## config.mk

```make
export PLATFORM = sky130hd
export DESIGN_NAME = kbd_scan_ctrl
export DESIGN_NICKNAME = d
export VERILOG_FILES = /design/src/rtl/kbd_pkg.sv /design/src/rtl/kbd_evt_fifo.sv /design/src/rtl/kbd_scan_ctrl.sv
export SDC_FILE = /design/constraint.sdc
export NUM_CORES = 1
export LEC_CHECK = 0
export CAP_MARGIN = 40
export CORE_AREA = 2 2 104 106
export CTS_CLUSTER_SIZE = 16
export DETAILED_ROUTE_END_ITERATION = 6
export DIE_AREA = 0 0 106 108
export PLACE_DENSITY = 0.83
export SYNTH_ARGS = -nofsm -noshare
export SYNTH_HDL_FRONTEND = slang
export SYNTH_SLANG_ARGS = --single-unit
```

## constraint.sdc

```tcl
create_clock -name clk -period 4.4 [get_ports clk]
set_input_delay 0.66 -clock clk [delete_from_list [all_inputs] [get_ports clk]]
set_output_delay 0.66 -clock clk [all_outputs]
set_load 0.02 [all_outputs]
```

## src/rtl/kbd_pkg.sv

```systemverilog
// Shared types, sizes and helpers for the 4x4 keypad scan controller.
package kbd_pkg;

  localparam int unsigned KEY_NUM = 16;
  localparam int unsigned CODE_W  = 4;
  localparam int unsigned EVT_W   = 5;

  typedef enum logic [1:0] {
    StIdle,
    StDrive,
    StCompare,
    StEmit
  } kbd_state_e;

  typedef struct packed {
    logic              press;
    logic [CODE_W-1:0] code;
  } kbd_evt_t;

  function automatic logic [CODE_W-1:0] lowest_key(input logic [KEY_NUM-1:0] keys);
    logic [CODE_W-1:0] idx;
    idx = '0;
    for (int i = KEY_NUM - 1; i >= 0; i--) begin
      if (keys[i]) idx = CODE_W'(i);
    end
    return idx;
  endfunction

  function automatic logic single_key(input logic [KEY_NUM-1:0] keys);
    return (keys != '0) && ((keys & (keys - 16'd1)) == '0);
  endfunction

endpackage

```

## src/rtl/kbd_evt_fifo.sv

```systemverilog
// First-word fall-through synchronous FIFO for key events; a push while full
// is accepted only when a pop frees a slot in the same cycle.
module kbd_evt_fifo #(
  parameter int unsigned Width = 5,
  parameter int unsigned Depth = 8
) (
  input  logic             clk,
  input  logic             rst,
  input  logic             push_i,
  input  logic [Width-1:0] data_i,
  output logic             full_o,
  input  logic             pop_i,
  output logic [Width-1:0] data_o,
  output logic             empty_o
);

  localparam int unsigned AddrW = $clog2(Depth);

  logic [Width-1:0] mem_q [Depth];
  logic [AddrW:0]   wr_ptr_q, wr_ptr_d;
  logic [AddrW:0]   rd_ptr_q, rd_ptr_d;
  logic             do_push, do_pop;

  assign empty_o = (wr_ptr_q == rd_ptr_q);
  assign full_o  = (wr_ptr_q[AddrW] != rd_ptr_q[AddrW]) &&
                   (wr_ptr_q[AddrW-1:0] == rd_ptr_q[AddrW-1:0]);
  assign do_pop  = pop_i & ~empty_o;
  assign do_push = push_i & (~full_o | do_pop);
  assign data_o  = empty_o ? '0 : mem_q[rd_ptr_q[AddrW-1:0]];

  always_comb begin
    wr_ptr_d = wr_ptr_q;
    rd_ptr_d = rd_ptr_q;
    if (do_push) wr_ptr_d = wr_ptr_q + (AddrW+1)'(1);
    if (do_pop)  rd_ptr_d = rd_ptr_q + (AddrW+1)'(1);
  end

  always_ff @(posedge clk or posedge rst) begin
    if (rst) begin
      wr_ptr_q <= '0;
      rd_ptr_q <= '0;
    end else begin
      wr_ptr_q <= wr_ptr_d;
      rd_ptr_q <= rd_ptr_d;
    end
  end

  // Storage needs no reset: data_o is masked while empty.
  always_ff @(posedge clk) begin
    if (do_push) mem_q[wr_ptr_q[AddrW-1:0]] <= data_i;
  end

endmodule

```

## src/rtl/kbd_scan_ctrl.sv

```systemverilog
// 4x4 keypad scanner: row strobing, snapshot debounce, press/release events.
// Define KBD_REPEAT_EN to add auto-repeat for a single held key.
module kbd_scan_ctrl
  import kbd_pkg::*;
#(
  parameter int unsigned ROW_DWELL    = 1000,
  parameter int unsigned DEBOUNCE     = 4,
  parameter int unsigned FIFO_DEPTH   = 8,
  parameter int unsigned REPEAT_SCANS = 64
) (
  input  logic         clk,
  input  logic         rst,
  input  logic         scan_en,
  input  logic [3:0]   col,
  output logic [3:0]   row,
  output logic         evt_valid,
  output logic [4:0]   evt_data,
  input  logic         evt_ready,
  output logic         irq,
  input  logic         ovf_clear,
  output logic         ovf,
  output logic [15:0]  key_state
);

  localparam int unsigned DwellW = $clog2(ROW_DWELL);
  localparam int unsigned StabW  = $clog2(DEBOUNCE + 1);
  localparam logic [DwellW-1:0] DwellLast = DwellW'(ROW_DWELL - 1);
  localparam logic [StabW-1:0]  StabMax   = StabW'(DEBOUNCE - 1);

  kbd_state_e          state_q, state_d;
  logic [1:0]          row_q, row_d;
  logic [DwellW-1:0]   dwell_q, dwell_d;
  logic [KEY_NUM-1:0]  raw_q, raw_d;
  logic [KEY_NUM-1:0]  prev_q, prev_d;
  logic [KEY_NUM-1:0]  keys_q, keys_d;
  logic [StabW-1:0]    stab_q, stab_d, stab_nxt;
  logic                ovf_q, ovf_d;

  logic [KEY_NUM-1:0]  diff;
  logic [CODE_W-1:0]   emit_idx;
  logic                emit_last;
  logic                push;
  kbd_evt_t            push_evt;
  logic                fifo_full, fifo_empty;
  logic [EVT_W-1:0]    fifo_dout;
  logic                overflow;

`ifdef KBD_REPEAT_EN
  localparam int unsigned RepW = $clog2(REPEAT_SCANS + 1);
  logic [RepW-1:0] rep_q, rep_d;
`endif

  assign diff      = raw_q ^ keys_q;
  assign emit_idx  = lowest_key(diff);
  assign emit_last = ((diff & (diff - 16'd1)) == '0);
  // Count of extra identical snapshots, saturating once debounce is satisfied.
  assign stab_nxt  = (raw_q != prev_q) ? '0 :
                     (stab_q >= StabMax) ? stab_q : stab_q + StabW'(1);

  always_comb begin
    state_d  = state_q;
    row_d    = row_q;
    dwell_d  = dwell_q;
    raw_d    = raw_q;
    prev_d   = prev_q;
    keys_d   = keys_q;
    stab_d   = stab_q;
    push     = 1'b0;
    push_evt = '0;
`ifdef KBD_REPEAT_EN
    rep_d    = rep_q;
`endif
    unique case (state_q)
      StIdle: begin
        if (scan_en) begin
          state_d = StDrive;
          row_d   = '0;
          dwell_d = '0;
        end
      end
      StDrive: begin
        if (dwell_q == DwellLast) begin
          raw_d[{row_q, 2'b00} +: 4] = ~col;
          dwell_d = '0;
          if (!scan_en) begin
            state_d = StIdle;
          end else if (row_q == 2'd3) begin
            state_d = StCompare;
          end else begin
            row_d = row_q + 2'd1;
          end
        end else begin
          dwell_d = dwell_q + DwellW'(1);
        end
      end
      StCompare: begin
        stab_d = stab_nxt;
        prev_d = raw_q;
        if ((32'(stab_nxt) + 32'd1 >= DEBOUNCE) && (raw_q != keys_q)) begin
          state_d = StEmit;
        end else begin
          state_d = scan_en ? StDrive : StIdle;
          row_d   = '0;
          dwell_d = '0;
        end
`ifdef KBD_REPEAT_EN
        if (single_key(keys_q)) begin
          if (32'(rep_q) + 32'd1 >= REPEAT_SCANS) begin
            push     = 1'b1;
            push_evt = '{press: 1'b1, code: lowest_key(keys_q)};
            rep_d    = '0;
          end else begin
            rep_d = rep_q + RepW'(1);
          end
        end else begin
          rep_d = '0;
        end
`endif
      end
      StEmit: begin
        push             = 1'b1;
        push_evt         = '{press: raw_q[emit_idx], code: emit_idx};
        keys_d[emit_idx] = raw_q[emit_idx];
`ifdef KBD_REPEAT_EN
        rep_d            = '0;
`endif
        if (emit_last) begin
          state_d = scan_en ? StDrive : StIdle;
          row_d   = '0;
          dwell_d = '0;
        end
      end
      default: state_d = StIdle;
    endcase
  end

  // A full FIFO with no pop this cycle drops the event; clear wins over a new drop.
  assign overflow = push & fifo_full & ~evt_ready;
  assign ovf_d    = ovf_clear ? 1'b0 : (ovf_q | overflow);

  always_ff @(posedge clk or posedge rst) begin
    if (rst) begin
      state_q <= StIdle;
      row_q   <= '0;
      dwell_q <= '0;
      raw_q   <= '0;
      prev_q  <= '0;
      keys_q  <= '0;
      stab_q  <= '0;
      ovf_q   <= 1'b0;
    end else begin
      state_q <= state_d;
      row_q   <= row_d;
      dwell_q <= dwell_d;
      raw_q   <= raw_d;
      prev_q  <= prev_d;
      keys_q  <= keys_d;
      stab_q  <= stab_d;
      ovf_q   <= ovf_d;
    end
  end

`ifdef KBD_REPEAT_EN
  always_ff @(posedge clk or posedge rst) begin
    if (rst) rep_q <= '0;
    else     rep_q <= rep_d;
  end
`endif

  kbd_evt_fifo #(
    .Width (EVT_W),
    .Depth (FIFO_DEPTH)
  ) u_evt_fifo (
    .clk     (clk),
    .rst     (rst),
    .push_i  (push),
    .data_i  (push_evt),
    .full_o  (fifo_full),
    .pop_i   (evt_ready),
    .data_o  (fifo_dout),
    .empty_o (fifo_empty)
  );

  assign row       = (state_q == StDrive) ? ~(4'b0001 << row_q) : 4'hF;
  assign evt_valid = ~fifo_empty;
  assign evt_data  = fifo_dout;
  assign irq       = ~fifo_empty | ovf_q;
  assign ovf       = ovf_q;
  assign key_state = keys_q;

endmodule

```

[Word-level counts from Yosys, hierarchy flattened]
Memory sizes are Yosys's and may differ from the RTL's.
Cells that the tools add are included.
Operators by class
  add/subtract/negate cells: 8
  multipliers: 0
  divide/modulo/power cells: 0
  $lt $le $gt $ge: 4
  equal/unequal tests: 17
  shift-type cells: 3
  mux-type cells: 51
  bitwise gates (word level): 14
  reductions and logical operators: 9
Operators with widths (number)
  $mux W4: 17
  $mux W10: 4
  $pmux W10 S4: 1
  $bwmux W16: 2
  $ne A16 B16 Y1: 2
  $mux W2: 12
  $and A16 B16 Y16: 1
  $logic_not A16 Y1: 1
  $pmux W2 S4: 2
  $shift A4 B6 Y16 const A: 1
  $shiftx A4 B6 Y16: 1
  $sub A16 B1 Y16 const B: 1
  $xor A16 B16 Y16: 1
  $ne A2 B2 Y1 const B: 6
  $add A10 B1 Y10 const B: 1
  $eq A10 B10 Y1 const B: 1
  $mux W5: 2
  $add A4 B1 Y4 const B: 2
  $not A4 Y4: 2
  $mux W1: 7
  $eq A2 B2 Y1 const B: 3
  $mux W3: 2
  $neg A4 Y6: 1
  $reduce_and A6 Y1: 1
  other kinds (23): 32
Storage, ports and cells
  flip-flop bits (word level): 74
  latch bits: 0
  RAM bits: 40
  bits in read-only memories: 0
  input port bits: 9
  output and inout bits: 28
  word-level logic and storage cells: 117
  memories: 1
Memory list
  u_evt_fifo.mem_q: words 8, bits a word 5, rd ports 1, clocked after memory_dff 0, write ports 1, line kbd_evt_fifo.sv:19  | logic [Width-1:0] mem_q [Depth];

[Depth between registers and ports, before layout]
  depth in word-level cells: 22
  depth in mapped cells: 9
  mapped depth without buffers: 8

[Cells and area by module]
Synthesis repeated with hierarchy kept, for this count alone.
Second synthesis, totals
  cells, all modules: 543
  area total of the unflattened synthesis: 6189.7 um^2
Modules (own cells, without submodules)
  kbd_scan_ctrl: times used 1, cells each 421, area an instance 4096.4 um^2, seq. area each 1651.6 um^2
  kbd_evt_fifo: times used 1, cells each 122, area an instance 2093.3 um^2, seq. area each 1401.3 um^2

[Worst setup path after synthesis]
No wires, ideal clock.
  path type: register -> register
  start: register keys_q[0], in the netlist key_state[0]
  end: register dwell_q[3]
  setup time: 0.124 ns
  arrival: 2.547 ns
  data required time: 4.276 ns
  setup slack: 1.729 ns
  cell stages (with the launch flop): 9
  path buffers: 1
  clock period less this slack: 2.671 ns
  cells stage by stage: dfrtp_1 > xor2_4 > nor4_4 > a31oi_1 > a221oi_2 > a41oi_2 > or3_1 > buf_2 > a211o_1
On the way
  word-level cells in the longest chain between the ends: 6
  elaborated cells on any way between the ends: 9
  classes of those cells: add/sub (1); eq/ne (3); bitwise (2); reduce/logical (3)
Ends and longest elaborated chain
  start: declaration: line kbd_scan_ctrl.sv:35  | logic [KEY_NUM-1:0] keys_q, keys_d;
  start signal: assignment: line kbd_scan_ctrl.sv:157  | keys_q <= keys_d;
  $xor A16 B16 Y16: line kbd_scan_ctrl.sv:53  | assign diff = raw_q ^ keys_q;
  $sub A16 B1 Y16: line kbd_scan_ctrl.sv:55  | assign emit_last = ((diff & (diff - 16'd1)) == '0);
  $and A16 B16 Y16: line kbd_scan_ctrl.sv:55
  $logic_not A16 Y1: line kbd_scan_ctrl.sv:55
  $ne A2 B2 Y1 (no line)
  $reduce_and A3 Y1 (no line) (*)
  end signal: assignment: line kbd_scan_ctrl.sv:154  | dwell_q <= dwell_d;
  end: declaration: line kbd_scan_ctrl.sv:32  | logic [DwellW-1:0] dwell_q, dwell_d;
Mark *: on every way between the ends. The rest lies on a longest branch, timed or not.
A chain may end at the register's enable or synchronous reset.

[Final worst setup path]
  start: register u_evt_fifo.rd_ptr_q[0]
  end: output port evt_data[4]
On the way
  word-level cells in the longest chain between the ends: 2
  elaborated cells on any way between the ends: 3
  classes of those cells: eq/ne (1); mux (1); memory (1)
Ends and longest elaborated chain
  start: declaration: line kbd_evt_fifo.sv:21  | logic [AddrW:0] rd_ptr_q, rd_ptr_d;
  start signal: assignment: line kbd_evt_fifo.sv:44  | rd_ptr_q <= rd_ptr_d;
  $mem_v2 Z8 W5 or $eq A4 B4 Y1 (tied branches)
  $mux W5 (*): line kbd_evt_fifo.sv:29  | assign data_o = empty_o ? '0 : mem_q[rd_ptr_q[AddrW-1:0]];
  end: declaration: line kbd_scan_ctrl.sv:17  | output logic [4:0] evt_data,
Marks and branches as above.

==> out/results.txt <==
The switching power summed over all nets was 809.9 uW. VDD sags by at most 0.4080 mV. Total routed wirelength: 14.82 mm. The initial antenna violation count is 0, and the data arrival time at the worst-slack endpoint is 2.95 ns.

Sequential cells burn 42.4% of the power. Setup violations remaining at the end of the flow were counted as 0. The detailed router finished its first iteration with 335 violations.

TritonCTS built the clock tree. The total area inside the core boundary comes to 10230 sq um. The routed layout has 4476 vias. The routed wirelength normalized by instance count is 20.73 microns. The slack of the worst reg-to-reg path was 1.14 ns. TritonCTS created 17 clock buffers. For this run, design rule violations remaining after detail routing come to 0. The run gives 50.47% as the sequential cell area fraction in the yosys report. Once the floorplan was initialized, standard cells occupied 59.13% of the core.

The first TritonRoute pass finished after 5 iterations. The count of endpoints failing hold in the final timing report came out at 0. The clock latency reported for the late side of the worst-skew pair is 0.52 ns, and the final net count is 586.

Height of the die: 108 microns. The type of origin of the critical path is a register. Synthesis produced 525 cells. For the count of inserted antenna diode cells, the log shows 0. The tools report the pin count of the biggest net entering global routing as 38.

Setup repair after global routing left no endpoint under its margin. The clock network burns 42.1% of the power. The logs give 37 for the floorplan row count and 0 for the final count of pins violating max slew. The critical path data required time came out at 3.74 ns.

Between clock sinks in the finished design, the worst skew comes to 0.007086 ns. Summed over all layers, the global routing overflow is 0. Input and output buffers added on the ports amount to 36. In this run the count of I/O pins placed on the die edge is 37. Flop and latch count out of synthesis: 114. Gates resized during post-CTS repair numbered 0.

The analysis attributes to cell leakage a power of 2.930 nW. Number of buffers inserted by hold repair at cts: 0. Dividing the detail-routed via count by the number of cells gives 6.260. Of all nets on the critical path, the largest fanout is 14. During synthesis, Yosys emitted a total of 0 warnings. The worst register-to-register path has a depth of 7. The worst register-to-register path ends at key_state[15]$_DFFE_PP0P_. The minimum setup slack after placement was 1.239 ns.

The number of global-route vias before repair was 4473; the total nets after synthesis was 545. The fmax came out at 277.3 MHz. Post-synthesis instance area: 6050 sq um. The min-delay analysis places its worst path in the category input pin to async pin. Type of the worst setup path: register to output port. The most instantiated flip-flop cell in the synthesis netlist was sky130_fd_sc_hd__dfrtp_1. The first-pass GRT wire length is 23.32 mm, and the pin slew with the least headroom to its limit is 0.8999 ns. The tools report the clock tree buffer depth as 2. The completed layout was analyzed and its total power is 3.123 mW. Number of nets still failing antenna checks after routing: 0. The number of synthesized flops with an enable pin is 40. In this run the critical register-to-register path is launched from raw_q[2]$_DFFE_PP0P_.

Kind of end point of the critical path: an output port. For this design, the sink count on the clock tree is 114. The flow ran to the end, and the final reports show no timing, DRC or antenna violations. The worst path needs 3.607 ns of the cycle, external delays included. Adding up every negative setup slack in the final design gives 0 ns. The number of setup buffers added after CTS was 0.

Internal power comes to 2.313 mW. Across all hold checks on the routed design, the worst slack comes to 0.4980 ns. The logs give 15.5% for the proportion of power drawn by combinational gates and 0.9533 for the placer's final routability congestion estimate.

From left edge to right edge, the die measures 106 microns. The number of max-capacitance violations reported was 0; the fraction of the core area covered by cells at the end of the flow was 69.35%. The clock tree synthesis step divided the H-tree into 4 levels. In this run, distinct cell masters in the synthesized netlist total 60.

The wire-length estimate of the detail-placed layout is 10.26 mm. The layout has 725 filler cells. The die covers 11450 sq um. Measured against its own limit, the worst slew margin works out to 39.65%. From synthesis to final layout, the design area changed by 17.29%. A synthesized cell averages 11.52 sq um. Summing all flip-flop and latch instances after layout gives 3053 sq um.

The tree is rooted in a sky130_fd_sc_hd__clkbuf_8. The aggregate global-route resource usage is 27.57%. Across all setup checks in the final design, the least slack found is 0.7935 ns. The worst path uses 81.97% of the clock period. The power density over the cells was 440.1 nW/um^2; the area of combinational cells with multiple inputs was 2863 sq um. The share of cells above drive strength 1 is 16.75%, and the switching fraction of total power is 25.93%. After clock tree synthesis, the clock-pin slew on the worst setup and hold paths is 0.05 ns.

After synthesis, the share of flip-flops with an asynchronous set or reset is 64.91%.
power by group through the flow:
stage / Combinational [mW] / Sequential [mW] / Clock, mW
6_report: 0.483 / 1.32 / 1.32
5_1_grt: 0.523 / 1.34 / 1.38
4_1_cts: 0.491 / 1.32 / 1.33
3_5_place_dp: 0.481 / 1.34 / 0
3_3_place_gp: 0.464 / 1.32 / 0
2_1_floorplan: 0.414 / 1.23 / 0
cell type report:
class,instances,area share (%)
Timing Repair Buffer,44,5.854
Inverter,8,0.4232
Clock inverter,6,1.499
Clock buffer,26,6.454
Sequential cell,114,43.03
Multi-Input combinational cell,381,40.35
Tap cell,136,2.398
kinds of logic (layout without fill, tap and decap cells):
family,count (synthesis),count (layout),share of synthesized area [%]
and+or+nand+nor,173,173,14.08
DFF,114,114,50.47
AOI/OAI and AO/OA,82,82,9.597
muxes,61,61,13.07
xor gates and xnor gates,52,52,7.963
buffers and inverters,30,84,2.213
adders and majority gates,13,13,2.606
state kept, by name, indices dropped and copies added (netlist names):
name	count
ovf	1
dwell_q	10
prev_q	16
raw_q	16
u_evt_fifo.rd_ptr_q	4
key_state	16
row_q	2
u_evt_fifo.wr_ptr_q	4
stab_q	3
u_evt_fifo.mem_q	40
state_q	2
worst max-delay path by stage:
stage | end | slack, ns | startpoint
after CTS | evt_data[4] | 0.71 | u_evt_fifo.rd_ptr_q[0]$_DFFE_PP0P_
after global placement | key_state[15]$_DFFE_PP0P_ | 1.27 | raw_q[11]$_DFFE_PP0P_
after floorplan | dwell_q[3]$_DFFE_PP0P_ | 1.73 | key_state[0]$_DFFE_PP0P_
after global routing | evt_data[4] | 0.57 | u_evt_fifo.rd_ptr_q[0]$_DFFE_PP0P_
final | evt_data[4] | 0.79 | u_evt_fifo.rd_ptr_q[0]$_DFFE_PP0P_
after detailed placement | key_state[15]$_DFFE_PP0P_ | 1.24 | raw_q[2]$_DFFE_PP0P_
cell usage after synthesis, types with 4 or more instances:
| master | number | area (sq um) |
|---|---|---|
| sky130_fd_sc_hd__mux2_2 | 44 | 495.5 |
| sky130_fd_sc_hd__a21oi_1 | 15 | 75.07 |
| sky130_fd_sc_hd__nor2_1 | 43 | 161.4 |
| sky130_fd_sc_hd__mux2i_1 | 7 | 70.07 |
| sky130_fd_sc_hd__o31ai_1 | 8 | 60.06 |
| sky130_fd_sc_hd__nand2_1 | 56 | 210.2 |
| sky130_fd_sc_hd__nor3_1 | 13 | 65.06 |
| sky130_fd_sc_hd__edfxtp_1 | 40 | 1201 |
| sky130_fd_sc_hd__mux4_2 | 10 | 225.2 |
| sky130_fd_sc_hd__a31oi_1 | 4 | 25.02 |
| sky130_fd_sc_hd__o22ai_1 | 4 | 25.02 |
| sky130_fd_sc_hd__buf_2 | 5 | 25.02 |
| sky130_fd_sc_hd__nand3_1 | 16 | 80.08 |
| sky130_fd_sc_hd__ha_1 | 11 | 137.6 |
| sky130_fd_sc_hd__a211oi_1 | 8 | 60.06 |
| sky130_fd_sc_hd__o21ai_0 | 14 | 70.07 |
| sky130_fd_sc_hd__nor3b_1 | 4 | 30.03 |
| sky130_fd_sc_hd__xor2_1 | 16 | 140.1 |
| sky130_fd_sc_hd__or3_1 | 6 | 37.54 |
| sky130_fd_sc_hd__xnor2_1 | 34 | 297.8 |
| sky130_fd_sc_hd__clkbuf_1 | 10 | 37.54 |
| sky130_fd_sc_hd__nor2b_1 | 4 | 25.02 |
| sky130_fd_sc_hd__dfrtp_1 | 74 | 1852 |
| sky130_fd_sc_hd__inv_1 | 8 | 30.03 |
| sky130_fd_sc_hd__nand4_1 | 7 | 43.79 |
| sky130_fd_sc_hd__and2_1 | 5 | 31.28 |
| sky130_fd_sc_hd__buf_1 | 5 | 18.77 |
routing by layer:
| layer | global-route usage (%) | share of wire [%] | vias up |
|---|---|---|---|
| met2 | 45.76 | 51 | 179 |
| met1 | 34.96 | 41 | 2250 |
| met3 | 6.932 | 6.0 | 38 |
| met5 | 0 | 0 | - |
| li1 | - | - | 2009 |
| met4 | 11.28 | 2.8 | 0 |
worst max-delay path, cell delays in order (launching register included):
cell,delay [ns]
sky130_fd_sc_hd__dfrtp_1,0.89
sky130_fd_sc_hd__xnor2_1,0.20
sky130_fd_sc_hd__nand3_1,0.13
sky130_fd_sc_hd__nor2b_1,0.51
sky130_fd_sc_hd__nor2_1,0.12
sky130_fd_sc_hd__clkdlybuf4s50_1,0.58
stage by stage:
step	instance area, sq um	instances
after CTS	7091	714
after global placement	6521	681
final	7096	715
after floorplan	6050	525
after detailed placement	6526	682
after global routing	7096	715
cell usage in the layout, fill, tap and decap left out, drive strengths merged, types with 3 or more instances in the layout:
cell	count
a211oi	9
a21o	3
a21oi	15
a22o	3
a31oi	4
and2	5
and3	3
buf	7
bufinv	3
clkbuf	27
clkdlybuf4s50	36
dfrtp	74
edfxtp	40
ha	11
inv	8
mux2	44
mux2i	7
mux4	10
nand2	57
nand2b	3
nand3	16
nand4	7
nor2	43
nor2b	4
nor3	13
nor3b	4
nor4	4
o211ai	3
o21ai	14
o22ai	4
o31ai	8
o41ai	3
or3	6
xnor2	34
xor2	18
(Power assumes the default switching activity.)
